==> src/rtl/norm_shift.sv <==
// norm_shift -- iterative block-floating-point normalizer.
//
// Takes a 2W-bit signed value and finds the smallest arithmetic right-shift
// count sh (0..W-1) for which the value fits in a W-bit signed mantissa.
// It returns that mantissa and sh, so barrel(out, sh) rebuilds the input with
// its low sh bits cleared. If the value does not fit even at shift W-1, the
// mantissa saturates to the most positive or most negative value and sat is set.
//
// Handshake: a transfer happens on a rising edge where valid and ready are
// both high. The input side accepts only in IDLE. The output side holds out,
// sh and sat stable in DONE until out_ready is seen. in_ready and out_valid
// are decoded from the state register only.
//
// Ports:
//   clk        - clock, rising edge
//   reset      - synchronous, active-high reset
//   in         - 2W-bit signed value to normalize
//   in_valid   - in is valid
//   in_ready   - block can accept a new input (state == IDLE)
//   out        - W-bit signed mantissa (registered)
//   sh         - right-shift count (registered)
//   sat        - result saturated (registered)
//   out_valid  - out/sh/sat are valid (state == DONE)
//   out_ready  - consumer takes the result
module norm_shift #(
    parameter int W = 16
) (
    input  logic                 clk,
    input  logic                 reset,
    input  logic [2*W-1:0]       in,
    input  logic                 in_valid,
    output logic                 in_ready,
    output logic [W-1:0]         out,
    output logic [$clog2(W)-1:0] sh,
    output logic                 sat,
    output logic                 out_valid,
    input  logic                 out_ready
);

    localparam int SW = $clog2(W);

    typedef enum logic [1:0] {
        IDLE = 2'd0,
        BUSY = 2'd1,
        DONE = 2'd2
    } state_t;

    state_t          state, state_nx;
    logic [2*W-1:0]  acc, acc_nx;
    logic [SW-1:0]   cnt, cnt_nx;
    logic [W-1:0]    out_nx;
    logic [SW-1:0]   sh_nx;
    logic            sat_nx;

    // The value fits in W signed bits when the top W+1 bits are all copies
    // of the sign bit.
    logic [W:0]      top;
    logic            fits;

    assign top  = acc[2*W-1:W-1];
    assign fits = (&top) | ~(|top);

    assign in_ready  = (state == IDLE);
    assign out_valid = (state == DONE);

    always_comb begin
        state_nx = state;
        acc_nx   = acc;
        cnt_nx   = cnt;
        out_nx   = out;
        sh_nx    = sh;
        sat_nx   = sat;
        case (state)
            IDLE: begin
                if (in_valid) begin
                    acc_nx   = in;
                    cnt_nx   = '0;
                    state_nx = BUSY;
                end
            end
            BUSY: begin
                if (fits) begin
                    out_nx   = acc[W-1:0];
                    sh_nx    = cnt;
                    sat_nx   = 1'b0;
                    state_nx = DONE;
                end else if (cnt == SW'(W - 1)) begin
                    // Still too wide at the maximum shift: clamp by sign.
                    out_nx   = acc[2*W-1] ? {1'b1, {(W-1){1'b0}}}
                                          : {1'b0, {(W-1){1'b1}}};
                    sh_nx    = SW'(W - 1);
                    sat_nx   = 1'b1;
                    state_nx = DONE;
                end else begin
                    // Sign-filled shift: truncation toward minus infinity.
                    acc_nx = {acc[2*W-1], acc[2*W-1:1]};
                    cnt_nx = cnt + 1'b1;
                end
            end
            DONE: begin
                if (out_ready) begin
                    state_nx = IDLE;
                end
            end
            default: begin
                state_nx = IDLE;
            end
        endcase
    end

    always_ff @(posedge clk) begin
        if (reset) begin
            state <= IDLE;
            acc   <= '0;
            cnt   <= '0;
            out   <= '0;
            sh    <= '0;
            sat   <= 1'b0;
        end else begin
            state <= state_nx;
            acc   <= acc_nx;
            cnt   <= cnt_nx;
            out   <= out_nx;
            sh    <= sh_nx;
            sat   <= sat_nx;
        end
    end

endmodule

==> config.mk <==
export PLATFORM = sky130hd
export DESIGN_NAME = norm_shift
export DESIGN_NICKNAME = d
export VERILOG_FILES = /design/src/rtl/norm_shift.sv
export SDC_FILE = /design/constraint.sdc
export NUM_CORES = 1
export LEC_CHECK = 0
export CAP_MARGIN = 20
export CORE_ASPECT_RATIO = 1.75
export CORE_MARGIN = 1.5
export CORE_UTILIZATION = 45
export DETAILED_ROUTE_END_ITERATION = 8
export GPL_TIMING_DRIVEN = 0
export HOLD_SLACK_MARGIN = 0.05
export MAX_ROUTING_LAYER = met4
export PLACE_DENSITY_LB_ADDON = 0.05
export SKIP_LAST_GASP = 1
export SLEW_MARGIN = 20
export SYNTH_ARGS = -nofsm -noshare
export SYNTH_HDL_FRONTEND = slang
export SYNTH_SLANG_ARGS = --single-unit
export TNS_END_PERCENT = 30
==> constraint.sdc <==
create_clock -name clk -period 5 [get_ports clk]
set_clock_uncertainty 0.05 [all_clocks]
set_input_delay 1 -clock clk [delete_from_list [all_inputs] [get_ports clk]]
set_output_delay 1 -clock clk [all_outputs]
set_load 0.03 [all_outputs]
==> flow_summary.ini, run 1 <==
[worst_setup_path]
rrSetupSlack_ns = 2.79
critPathLaunchType = register
reg2reg_depth = 5
cp_data_required_time_ns = 3.95
crit_fanout = 4
worst-setup-path-type = register to output pin
r2r_end = out[13]
worstReg2RegStart = state[0]
worstPathArrival_ns = 1.56
end_kind = output pin

[timing]
drv_slew = 0
worst_pin_slew_ns = 0.5870
timing.max_slew.rel_slack = 0.6087
rsz0062_at_grt = no
setup_viol_count_final = 0
worst_hold_slack_ns = 0.4064
min_period_ns = 2.609
period_share = 0.5218
hold_viol = 0
max_freq_mhz = 383.3
setup_slack_ns = 2.391
setup_tns_ns = 0

[pwr]
p_per_area_nw_per_um2 = 370.9
power_mw = 1.478
ir_drop_mv = 0.2067
p_leak_nw = 1.596

[global_routing]
grt_max_degree = 11
grt_pass1_wl_um = 12630
grt_pass1_vias = 2715
antenna_found_initial = 0
grt_usage = 0.2321
grt_overflow_total = 0

[logic_synthesis]
syn_inst = 387
synth-seq-cells = 59
synth_top_area_frac = 0.3890
synth_compound_area_frac = 0.1281
synth_area_leaders = dfxtp_1 (39%), nand2_1 (22%), mux2i_1 (11%)
synth_nets = 424
synthXorXnorAreaFrac = 0
synth.top_cells.by_count = nand2_1 (174), dfxtp_1 (59), mux2i_1 (32), clkbuf_1 (19), inv_1 (16)
muxShareOfSynthArea = 0.1055
syn_area_um2 = 3037
synthFlopType = dfxtp_1
synth_top_area_cell = dfxtp_1
avgSynthCellArea_um2 = 7.847
synth_edf_count = 0
yosysMostFrequentCell = nand2_1
synth-simple-area-share = 0.2917
synth_cell_type_count = 40
synth_top_family_by_area = simple AND/OR/NAND/NOR gates
synthAdderAreaFrac = 0.004120
ys_seq_area_frac = 0.3890
ys_warn_count = 0
synth-async-reset-ratio = 0

[clock_network]
htree_num_levels = 3
cts_root_buffer = clkbuf_16
cts_inserted_buffers = 9
clock_latency_ns = 0.33
cts.sinks = 59
cts_resized = 0
cts.clk_slew.worst_paths_ns = 0.05
post-cts-setup-buffer-count = 0
postCtsHoldBufs = 0
clockBufferDepth = 2
cts_tree = yes

[floorplanning]
row_count = 39
ios = 59
dieWidth_um = 65.10
core_area_um2 = 6539
start_util = 0.4644
die_area_um2 = 7269
die_h_um = 111.7

[placed_design]
place_inst = 526
place.detailed.hpwl_um = 5546
portBuffers = 57
place_ws_ns = 2.310
gp_congestion = 0.9038

[layout]
fin_cells = 542
drive_above_1_share = 0.08043
diodes = 0
layout.nets = 492
nFillCells = 649
syn_to_final_growth_pct = 31.19

[drt]
viasPerCell = 5.185
drtIter0Drc = 200
firstDrtPassIters = 4
avgRoutedWirePerCell_um = 13.88
vias = 2810
drc = 0
postRouteAntennaNets = 0
routed_wl_um = 7525

[min_path]
min_to = out[3]
hp-start = out[3]
hold_path.class = register to register
hold_depth = 2

[flow_run]
maxCapViolations = 0

[status]
status = finished, final reports clean
[flip-flops by register name, indices dropped and copies added (netlist names)]
register  count
cnt           4
out          16
state         2
acc          32
sat           1
sh            4
[stage by stage]
step                utilization  instance area, um^2
floorplan                     -                 3037
CTS                      0.6093                 3984
global placement         0.5674                 3710
finish                   0.6093                 3984
detailed placement       0.5674                 3710
global route             0.6093                 3984
[per-layer routing]
layer	GRT usage	share of wire	vias up	routed length (um)
met5	-	0	-	0
met4	0.1403	0.037	0	275
met3	0.04242	0.039	19	296
met2	0.3883	0.52	63	3947
met1	0.2492	0.40	1299	3005
li1	-	-	1429	-
[cell families (layout without fill, tap and decap cells)]
| kind of cell | after synthesis | in the layout |
|---|---|---|
| AOI/OAI and AO/OA | 39 | 39 |
| adders and majority gates | 1 | 1 |
| buffers and inverters | 43 | 116 |
| DFF | 59 | 59 |
| muxes | 32 | 32 |
| and+or+nand+nor | 213 | 213 |
[power breakdown]
group / switching (mW) / total (mW) / internal [mW]
Sequential: 0.0410 / 0.559 / 0.518
Clock: 0.203 / 0.563 / 0.360
Combinational: 0.192 / 0.355 / 0.163
[cell type report]
class	instances	area, um^2	area share
repair buffers	57	570.5	0.1432
well taps	82	102.6	0.02575
clock buffers	14	264.0	0.06627
flip-flops and latches	59	1181	0.2965
inverters	17	63.81	0.01602
multi-input cells	285	1608	0.4036
clock inverters	2	10.01	0.002513
plain buffers	26	183.9	0.04617
[worst max-delay path by stage]
stage	cells past startpoint	startpoint	endpoint
final	2	state[1]	out_valid
after floorplan	6	reset	acc[27]
after global routing	2	state[1]	out_valid
after global placement	6	reset	acc[27]
after CTS	2	state[1]	out_valid
after detailed placement	6	reset	acc[2]
[worst max-delay path: stages, from the launching register on]
cell and delay, ns:
dfxtp_1 0.36, nor2b_1 0.18, clkdlybuf4s50_1 0.69
[placed cells by master (no fill, tap or decap), types with 7 or more instances in the layout]
cell type	count
nor3_1	8
clkdlybuf4s50_1	57
nand2_1	174
dfxtp_1	59
a221oi_2	7
nor2_1	7
clkbuf_1	22
clkbuf_16	9
mux2i_1	32
inv_1	16
(Power assumes the default switching activity.)
==> run 2: changes to the inputs <==
==> constraint.sdc (replaced) <==
create_clock -name clk -period 2.37 [get_ports clk]
set_clock_uncertainty 0.05 [all_clocks]
set_input_delay 0.474 -clock clk [delete_from_list [all_inputs] [get_ports clk]]
set_output_delay 0.474 -clock clk [all_outputs]
set_load 0.03 [all_outputs]
==> flow_summary.ini, run 2 (synthesis results as in run 1) <==
[status]
status = finished, final reports clean

[layout]
largest_reg_flops = 32
diodes = 0
drive_above_1_share = 0.08261
fin_cells = 542
reg.largest.list = acc: 32 flops, out: 16 flops
design_area_um2 = 3985
layout.nets = 492
regMostFlops = acc
syn_to_final_growth_pct = 31.23
nFillCells = 648
final_cell_mix = nand2_1 (174), dfxtp_1 (59), clkdlybuf4s50_1 (57)
final_common_cell = nand2_1

[worst_setup_path]
end_kind = register
r2r_end = acc[5]
worstPathArrival_ns = 2.39
rrSetupSlack_ns = 0.19
worst-setup-path-type = register to register
reg2reg_depth = 8
crit_fanout = 10
cp_data_required_time_ns = 2.58
critPathLaunchType = register
worstReg2RegStart = cnt[0]

[placed_design]
place_area_um2 = 3710
portBuffers = 57
place.detailed.hpwl_um = 5546
place_inst = 526
gp_congestion = 0.9038

[drt]
routed_wl_um = 7504
drtIter0Drc = 199
vias = 2816
drc = 0
postRouteAntennaNets = 0
firstDrtPassIters = 5
viasPerCell = 5.196
avgRoutedWirePerCell_um = 13.85

[timing]
hold_viol = 0
setup_tns_ns = 0
rsz0062_at_grt = no
min_period_ns = 2.183
drv_slew = 0
worst_pin_slew_ns = 0.5930
max_freq_mhz = 458.0
period_share = 0.9213
setup_viol_count_final = 0
timing.max_slew.rel_slack = 0.6047

[global_routing]
grt_usage = 0.2321
antenna_found_initial = 0
grt_pass1_wl_um = 12630
grt_pass1_vias = 2715
grt_max_degree = 11
grt_overflow_total = 0

[pwr]
p_per_area_nw_per_um2 = 782.5
p_leak_nw = 1.599
power_mw = 3.118
ir_drop_mv = 0.4365

[flow_run]
maxCapViolations = 0

[clock_network]
htree_num_levels = 3
clock_latency_ns = 0.33
cts_inserted_buffers = 9
post-cts-setup-buffer-count = 0
postCtsHoldBufs = 0
cts_tree = yes
clockBufferDepth = 2
cts.sinks = 59
cts.clk_slew.worst_paths_ns = 0.05
cts_root_buffer = clkbuf_16

[min_path]
hp-start = out[3]
min_to = out[3]
hold_path.class = register to register
hold_depth = 2

[floorplanning]
row_count = 39
start_util = 0.4644
die_h_um = 111.7
die_area_um2 = 7269
core_area_um2 = 6539
ios = 59
dieWidth_um = 65.10
## run 2: cell counts in the layout (fill, tap and decap cells not counted)
Identical to the previous run, type by type.
## run 2: worst max-delay path, cell delays in order (launching register included)
cell and delay [ns]:
dfxtp_1 0.40, ha_1 0.25, and3_1 0.18, clkbuf_1 0.31
nand2b_1 0.24, o21a_1 0.14, buf_6 0.17, buf_12 0.16
mux2i_1 0.19
## run 2: final cells by class
class	count	area (um^2)	share of cell area
Timing Repair Buffer	57	570.5	0.1432
Multi-Input combinational cell	285	1608	0.4035
Sequential cell	59	1181	0.2964
Tap cell	82	102.6	0.02575
Inverter	17	63.81	0.01601
Clock inverter	2	10.01	0.002512
Buffer	26	185.2	0.04647
Clock buffer	14	264.0	0.06625
## run 2: metrics by stage
stage	utilization	setup WS (ns)	hold WS, ns
2_1_floorplan	-	0.4681	0.3883
3_3_place_gp	0.5674	0.1663	0.3954
3_5_place_dp	0.5674	0.1800	0.4008
4_1_cts	0.6093	0.1490	0.4100
5_1_grt	0.6095	0.02777	0.4294
6_report	0.6095	0.1865	0.4064
## run 2: what timing repair did
item / in CTS / in global routing
resized for setup: 0 / 2
setup endpoints to repair: 0 / 20
hold endpoints to repair: 0 / 0
## run 2: report_power, final
| part | internal (mW) | switching, mW |
|---|---|---|
| combinational | 0.345 | 0.406 |
| sequential | 1.09 | 0.0864 |
| clock | 0.760 | 0.429 |
## run 2: layer usage
metal,share of wire,up-vias,GRT usage
li1,-,1428,-
met4,0.037,0,0.1403
met2,0.52,59,0.3883
met3,0.039,19,0.04242
met1,0.40,1310,0.2492
met5,0,-,-
## run 2: how the worst max path moves through the flow
stage / depth (start not counted) / endpoint / slack (ns) / startpoint
floorplan: 7 / cnt[2] / 0.47 / cnt[0]
global placement: 5 / out[13] / 0.17 / state[0]
detailed placement: 5 / out[11] / 0.18 / state[0]
CTS: 5 / out[13] / 0.15 / state[0]
global route: 8 / acc[27] / 0.03 / cnt[0]
finish: 8 / acc[5] / 0.19 / cnt[0]
